$ cat src/rtl/operand_fetch.sv
// Operand fetch: register file with write bypass, operand B select and the ID/EX
// pipeline register under a valid/ready handshake with stall and flush.
module operand_fetch #(
  parameter int unsigned DATA_W = 32,
  parameter int unsigned ADDR_W = 5,
  parameter int unsigned IMM_W  = 16
) (
  input  logic              clk,
  input  logic              rst_n,
  input  logic              id_valid,
  output logic              id_ready,
  input  logic [ADDR_W-1:0] id_rs,
  input  logic [ADDR_W-1:0] id_rt,
  input  logic [IMM_W-1:0]  id_imm,
  input  logic              id_alusrc,
  input  logic              id_immsign,
  input  logic [3:0]        id_aluop,
  input  logic [ADDR_W-1:0] id_rd,
  input  logic              id_regwrite,
  input  logic              flush,
  input  logic              wb_we,
  input  logic [ADDR_W-1:0] wb_addr,
  input  logic [DATA_W-1:0] wb_data,
  input  logic              ex_ready,
  output logic              ex_valid,
  output logic [DATA_W-1:0] ex_a,
  output logic [DATA_W-1:0] ex_b,
  output logic [3:0]        ex_aluop,
  output logic [ADDR_W-1:0] ex_rd,
  output logic              ex_regwrite
);

  localparam int unsigned NREGS = 2 ** ADDR_W;

  logic [DATA_W-1:0] regs_q [NREGS];

  logic [DATA_W-1:0] opa, rt_val, opb, imm_ext;
  logic              accept;

  logic              ex_valid_q, ex_valid_d;
  logic [DATA_W-1:0] ex_a_q, ex_a_d;
  logic [DATA_W-1:0] ex_b_q, ex_b_d;
  logic [3:0]        ex_aluop_q, ex_aluop_d;
  logic [ADDR_W-1:0] ex_rd_q, ex_rd_d;
  logic              ex_regwrite_q, ex_regwrite_d;

  // Register file write port; r0 is never written so it stays zero.
  always_ff @(posedge clk or negedge rst_n) begin
    if (!rst_n) begin
      for (int i = 0; i < NREGS; i++) begin
        regs_q[i] <= '0;
      end
    end else if (wb_we && (wb_addr != '0)) begin
      regs_q[wb_addr] <= wb_data;
    end
  end

  assign imm_ext = {{(DATA_W - IMM_W){id_immsign & id_imm[IMM_W-1]}}, id_imm};

  // Combinational reads with same-cycle writeback bypass; r0 reads zero.
  always_comb begin
    opa    = '0;
    rt_val = '0;
    if (id_rs != '0) begin
      opa = (wb_we && (wb_addr == id_rs)) ? wb_data : regs_q[id_rs];
    end
    if (id_rt != '0) begin
      rt_val = (wb_we && (wb_addr == id_rt)) ? wb_data : regs_q[id_rt];
    end
    opb = id_alusrc ? imm_ext : rt_val;
  end

  assign id_ready = ~ex_valid_q | ex_ready;
  assign accept   = id_valid & id_ready & ~flush;

  // Pipeline register next state: flush beats accept beats drain; otherwise hold.
  always_comb begin
    ex_valid_d    = ex_valid_q;
    ex_a_d        = ex_a_q;
    ex_b_d        = ex_b_q;
    ex_aluop_d    = ex_aluop_q;
    ex_rd_d       = ex_rd_q;
    ex_regwrite_d = ex_regwrite_q;
    if (flush) begin
      ex_valid_d = 1'b0;
    end else if (accept) begin
      ex_valid_d    = 1'b1;
      ex_a_d        = opa;
      ex_b_d        = opb;
      ex_aluop_d    = id_aluop;
      ex_rd_d       = id_rd;
      ex_regwrite_d = id_regwrite;
    end else if (ex_ready) begin
      ex_valid_d = 1'b0;
    end
  end

  // ID/EX state register.
  always_ff @(posedge clk or negedge rst_n) begin
    if (!rst_n) begin
      ex_valid_q    <= 1'b0;
      ex_a_q        <= '0;
      ex_b_q        <= '0;
      ex_aluop_q    <= '0;
      ex_rd_q       <= '0;
      ex_regwrite_q <= 1'b0;
    end else begin
      ex_valid_q    <= ex_valid_d;
      ex_a_q        <= ex_a_d;
      ex_b_q        <= ex_b_d;
      ex_aluop_q    <= ex_aluop_d;
      ex_rd_q       <= ex_rd_d;
      ex_regwrite_q <= ex_regwrite_d;
    end
  end

  assign ex_valid    = ex_valid_q;
  assign ex_a        = ex_a_q;
  assign ex_b        = ex_b_q;
  assign ex_aluop    = ex_aluop_q;
  assign ex_rd       = ex_rd_q;
  assign ex_regwrite = ex_regwrite_q;

endmodule

$ cat config.mk
export PLATFORM = sky130hd
export DESIGN_NAME = operand_fetch
export DESIGN_NICKNAME = d
export VERILOG_FILES = /design/src/rtl/operand_fetch.sv
export SDC_FILE = /design/constraint.sdc
export NUM_CORES = 2
export LEC_CHECK = 0
export BUFFER_PORTS_ARGS = -buffer_cell sky130_fd_sc_hd__buf_2
export CORE_MARGIN = 2
export CORE_UTILIZATION = 50
export CTS_CLUSTER_DIAMETER = 40
export DETAILED_ROUTE_END_ITERATION = 6
export PLACE_DENSITY = 0.68
export SLEW_MARGIN = 5
export SYNTH_ARGS = -nofsm -noshare
export SYNTH_HDL_FRONTEND = slang
export SYNTH_SLANG_ARGS = --single-unit
$ cat constraint.sdc
create_clock -name clk -period 3 [get_ports clk]
set_input_delay 0.15 -clock clk [delete_from_list [all_inputs] [get_ports clk]]
set_output_delay 0.15 -clock clk [all_outputs]
set_load 0.01 [all_outputs]
# Yosys cells after proc, flatten, opt, wreduce, memory -nomap -nowiden
# Index checks and enable logic that the tools add are counted.
[classes]
n_reduce_logical = 9
muxes = 17
eq_ne = 2
bitwise = 9
n_lt_le_gt_ge = 4
[op_table]
columns = ["cell", "count"]
rows = [
  ["1024-bit bitwise mux", 1],
  ["32-bit binary-select mux with 5-bit select", 2],
  ["32-bit 2-to-1 mux", 10],
  ["32-bit demux with 5-bit select", 1],
  ["6-bit greater-or-equal comparator (second input constant)", 3],
  ["5-bit inverter with 6-bit output", 3],
  ["5-bit nonzero test", 3],
  ["5-bit == test", 2],
  ["6-bit by 1-bit less-than comparator with 1-bit output (second input constant)", 1],
  ["1-bit logical AND", 4],
  ["1-bit bitwise AND", 3],
  ["1-bit 2-to-1 mux", 3],
  ["3-bit nonzero test", 1],
  ["1-bit inverter", 2],
  ["2-bit AND reduction", 1],
  ["1-bit OR", 1],
]
[totals]
input_bits = 81
reg_bits = 1099
out_inout_bits = 76
elab_cells = 79

# Depth between registers and ports, before layout
[depth]
ltp_word = 7
mapped_depth = 10

# Least setup slack after synthesis
# Ideal clock, no wire load.
[synth_timing]
kind = "input to register"
startpoint = "input port id_rs[2]"
endpoint = "register ex_a_q[0], in the netlist ex_a[0]"
cell_stages = 7
setup_time_ps = 139
arrival_time_ps = 1753
setup_slack_ps = 1108
path_buffers = 3
path_cell_list = "buf_2 -> buf_2 -> buf_1 -> mux4_2 -> mux4_2 -> nand2b_1 -> o211ai_1"
[synth_between]
elab_chain_len = 6
[synth_rtl]
columns = ["element", "line", "rtl"]
rows = [
  ["from (decl)", "12", "input logic [ADDR_W-1:0] id_rs,"],
  ["5-bit inverter with 6-bit output (implied by the code)", "65", "opa = (wb_we && (wb_addr == id_rs)) ? wb_data : regs_q[id_rs];"],
  ["32-bit binary-select mux with 5-bit select", "65", ""],
  ["32-bit 2-to-1 mux (implied by the code) (2 in series)", "65", ""],
  ["32-bit 2-to-1 mux", "65", ""],
  ["32-bit 2-to-1 mux *", "64", "if (id_rs != '0) begin"],
  ["to (signal assigned)", "102", "ex_a_q <= '0;"],
  ["to (signal assigned)", "109", "ex_a_q <= ex_a_d;"],
  ["to (decl)", "41", "logic [DATA_W-1:0] ex_a_q, ex_a_d;"],
]
# Mark *: on every way between the ends. The rest lies on a longest branch, timed or not. The select of a mux whose other input is x is not followed.
# A chain may end at the register's enable or synchronous reset.

# Worst setup path in the final report
[layout_timing]
startpoint = "register ex_valid_q, in the netlist ex_valid"
endpoint = "register ex_b_q[31], in the netlist ex_b[31]"
[layout_between]
elab_chain_len = 5
[layout_rtl]
columns = ["element", "line", "rtl"]
rows = [
  ["from (decl)", "40", "logic ex_valid_q, ex_valid_d;"],
  ["from (signal assigned)", "108", "ex_valid_q <= ex_valid_d;"],
  ["1-bit inverter", "73", "assign id_ready = ~ex_valid_q | ex_ready;"],
  ["1-bit OR", "73", ""],
  ["1-bit bitwise AND (2 in series)", "74", "assign accept = id_valid & id_ready & ~flush;"],
  ["2-bit AND reduction (no line)", "-", ""],
  ["to (signal assigned)", "103", "ex_b_q <= '0;"],
  ["to (signal assigned)", "110", "ex_b_q <= ex_b_d;"],
  ["to (decl)", "42", "logic [DATA_W-1:0] ex_b_q, ex_b_d;"],
]
# No other way between the ends.

==> metrics <==
fin crit period 2480 ps; Site Rows 124; worst r2r src ex_valid$_DFFE_PN0P_; syn nets 3,892; Setup violations, final 0; Pint 34.5 mW; Post-synth EDFFs 0; startpoint types register; Synth top cells by count dfrtp_1 (1,099), mux2_2 (915), mux4_2 (503); maximum clock insertion buffer count 3; Psw 12.9 mW; Synth Area per Inst 15.1 µm²; cts bufs inserted 157; fin crit share 82.6%; Synth area leaders dfrtp_1 (48%), mux4_2 (20%), mux2_2 (18%); critical path endpoint ex_b[31]$_DFFE_PN0P_; worst-path cell chain nor2b_1 -> nor3b_2 -> buf_12 -> nand2_1 -> buf_4 -> a21oi_1 -> a21oi_1 -> dlygate4sd3_1; Multi-input gate area 28,300 µm²; CTS HTree Levels 4; Seq/Total Area, Yosys 47.7%; critical path class reg -> reg; P_leak 29.1 nW; Skew-Pair Late Insertion Delay 780 ps; CP top delay family buffers and inverters; prevailing post-synth register cell dfrtp_1; Clk pwr share 39.8%; sequential share of power 42.0%; fmax 404 MHz; DP HPWL 105,000 µm; switching share of total power 27.3%; Resize count post-CTS 0; reg-to-reg endpoint ex_b[31]$_DFFE_PN0P_; Worst-path clk slew 60 ps; Slew @ Worst Pin 1050 ps; Slew Viols, Final 0; Post-synth ARST share 100%; unrepaired setup endpoints after global routing false; worst min path class in -> reg; PortBufs 156; core region area 114,000 µm²; vias in the first global route 38,389; drt drc 0; Die Outline Area 118,000 µm²; Max-cap violations 0; per-cell routed wire length 32.9 µm; layout cells sized above 1 50.8%; CP endpoint kind register; Post-Syn Area 57,600 µm²; all-layer global routing usage 31.5%; Min Hold Slack 35.9 ps; hold path depth 2; Congestion Overflow GR 0; root buffer cell clkbuf_16; crit-path max cell delay 570 ps; CP max FO 30; part of the power in combinational logic 18.2%; largest area contributor in the netlist dfrtp_1; CP most frequent cell a21oi_1; vias 37,876; status finished, final reports clean; first drt pass iteration count 5; drt via density 6.82; synthesized instance count 3,811; number of I/O pins 157; Worst path depth 8; initial antenna violation count 9; Critical-path top delay cell dlygate4sd3_1; Initial Util 50.4%; largest net degree at the start of global routing 111; WL final 183,000 µm; Fill cells 8,820; Setup TNS Final 0 ps; most frequent cell after synthesis dfrtp_1; Final Net Count 3,997; Post-CTS Setup Inserts 0; Die W 343 µm; share of the synthesized area in the top cell type 47.7%; clock sinks 1,099; CP Data Arrival Time 3120 ps; routability cong. 0.828; CTS tree yes; Worst Clk Skew 35.6 ps; Area Overhead vs Synth 15.3%; crit path from ex_valid$_DFFE_PN0P_; peak supply drop 0.000609 V; r2r setup slk 520 ps; Die Height 343 µm; Required @ worst endpoint 3640 ps; Ys Warns 0; Worst slew margin 29.4%; worst reg-to-reg path cell count 8; first-pass GRT wire length 270,000 µm; register area 27,500 µm²; Final Hold Viols 0; worst path bufs/invs 3; Yosys cell types 45; Iteration-0 DRC Markers 3,869; Power Density 714 nW/µm²; residual antenna-violating net count after detailed routing 0; Synth Register Bits 1,099
-- cells in the final DEF, fill, tap and decap left out, types with 15 or more instances in the layout --
master         instances
dfrtp_1             1099
mux2_2               915
mux4_2               503
clkbuf_16            159
mux2i_1              158
buf_2                148
mux2_1               121
nand2_1              116
buf_4                111
buf_12                56
dlygate4sd3_1         54
o211ai_1              40
a22oi_1               40
a21oi_1               40
nor2_1                38
a22o_1                35
o21ai_1               32
nand2b_1              32
o22ai_1               26
nand4_1               23
a211o_1               23
a221oi_1              22
clkbuf_8              21
clkbuf_1              19
inv_6                 17
nor2_4                16
o221ai_1              16
clkinvlp_4            16
clkinv_4              16
clkinv_2              15
-- power by group through the flow --
| stage | Sequential [mW] | Combinational [mW] | Clock (mW) |
|---|---|---|---|
| finish | 19.9 | 8.61 | 18.9 |
| global route | 20.2 | 9.23 | 19.8 |
| CTS | 19.8 | 8.62 | 19.1 |
| detailed placement | 20.0 | 8.51 | 0 |
| global placement | 19.9 | 8.29 | 0 |
| floorplan | 19.3 | 6.43 | 0 |
-- worst reg2reg max path, stage by stage, from the launching register on --
cell,delay (ps)
dfrtp_1,380
nor2b_1,170
nor3b_2,270
buf_12,300
nand2_1,140
buf_4,280
a21oi_1,170
a21oi_1,90
dlygate4sd3_1,570
-- metal layers --
metal / routed length (µm) / vias up / GRT usage (%)
met5: 62 / - / 0
met4: 6490 / 10 / 11.1
met3: 18600 / 416 / 8.35
met2: 82100 / 2108 / 46.5
met1: 75400 / 20393 / 45.2
li1: - / 14949 / -
-- worst min path at each step --
stage / start / endpoint
after floorplan: rst_n / ex_a[0]$_DFFE_PN0P_
after global placement: rst_n / regs_q[674]$_DFFE_PN0P_
after detailed placement: rst_n / regs_q[642]$_DFFE_PN0P_
after CTS: wb_data[4] / regs_q[484]$_DFFE_PN0P_
after global routing: wb_data[4] / regs_q[484]$_DFFE_PN0P_
final: wb_data[4] / regs_q[484]$_DFFE_PN0P_
-- registers in the layout, indices dropped and copies added, names as in the netlist --
name         count
ex_a            32
ex_valid         1
regs_q        1024
ex_aluop         4
ex_regwrite      1
ex_rd            5
ex_b            32
-- cell families after synthesis --
logic type | after synthesis | synth area share [%]
xor+xnor | 10 | 0.152
mux | 1697 | 42.7
simple gates | 293 | 2.44
flops | 1099 | 47.7
compound gates | 280 | 3.50
buf+inv | 432 | 3.50
-- metrics by stage --
step	instances	power [mW]	worst slack [ps]	util [%]	cell area, µm²
after floorplan	3811	25.7	1110	-	57600
after global placement	5214	28.2	292	52.9	60500
after CTS	5554	47.5	606	58.1	66400
after detailed placement	5214	28.5	346	52.9	60500
final	5557	47.4	522	58.1	66400
after global routing	5555	49.2	418	58.1	66400
-- final cells by class --
| class | instances | share of cell area (%) |
|---|---|---|
| diodes | 3 | 0.0113 |
| clock buffers | 199 | 6.53 |
| clock inverters | 86 | 1.57 |
| inverters | 1 | 0.00565 |
| multi-input cells | 2280 | 42.6 |
| flip-flops and latches | 1099 | 41.4 |
| well taps | 1512 | 2.85 |
| repair buffers | 377 | 5.03 |
-- repair_timing --
item,4_1_cts,5_1_grt
endpoints found under the hold margin,734,0
hold buffers,55,0
endpoints found under the setup margin,0,0
No activity file was read; power rests on OpenSTA's default activity.
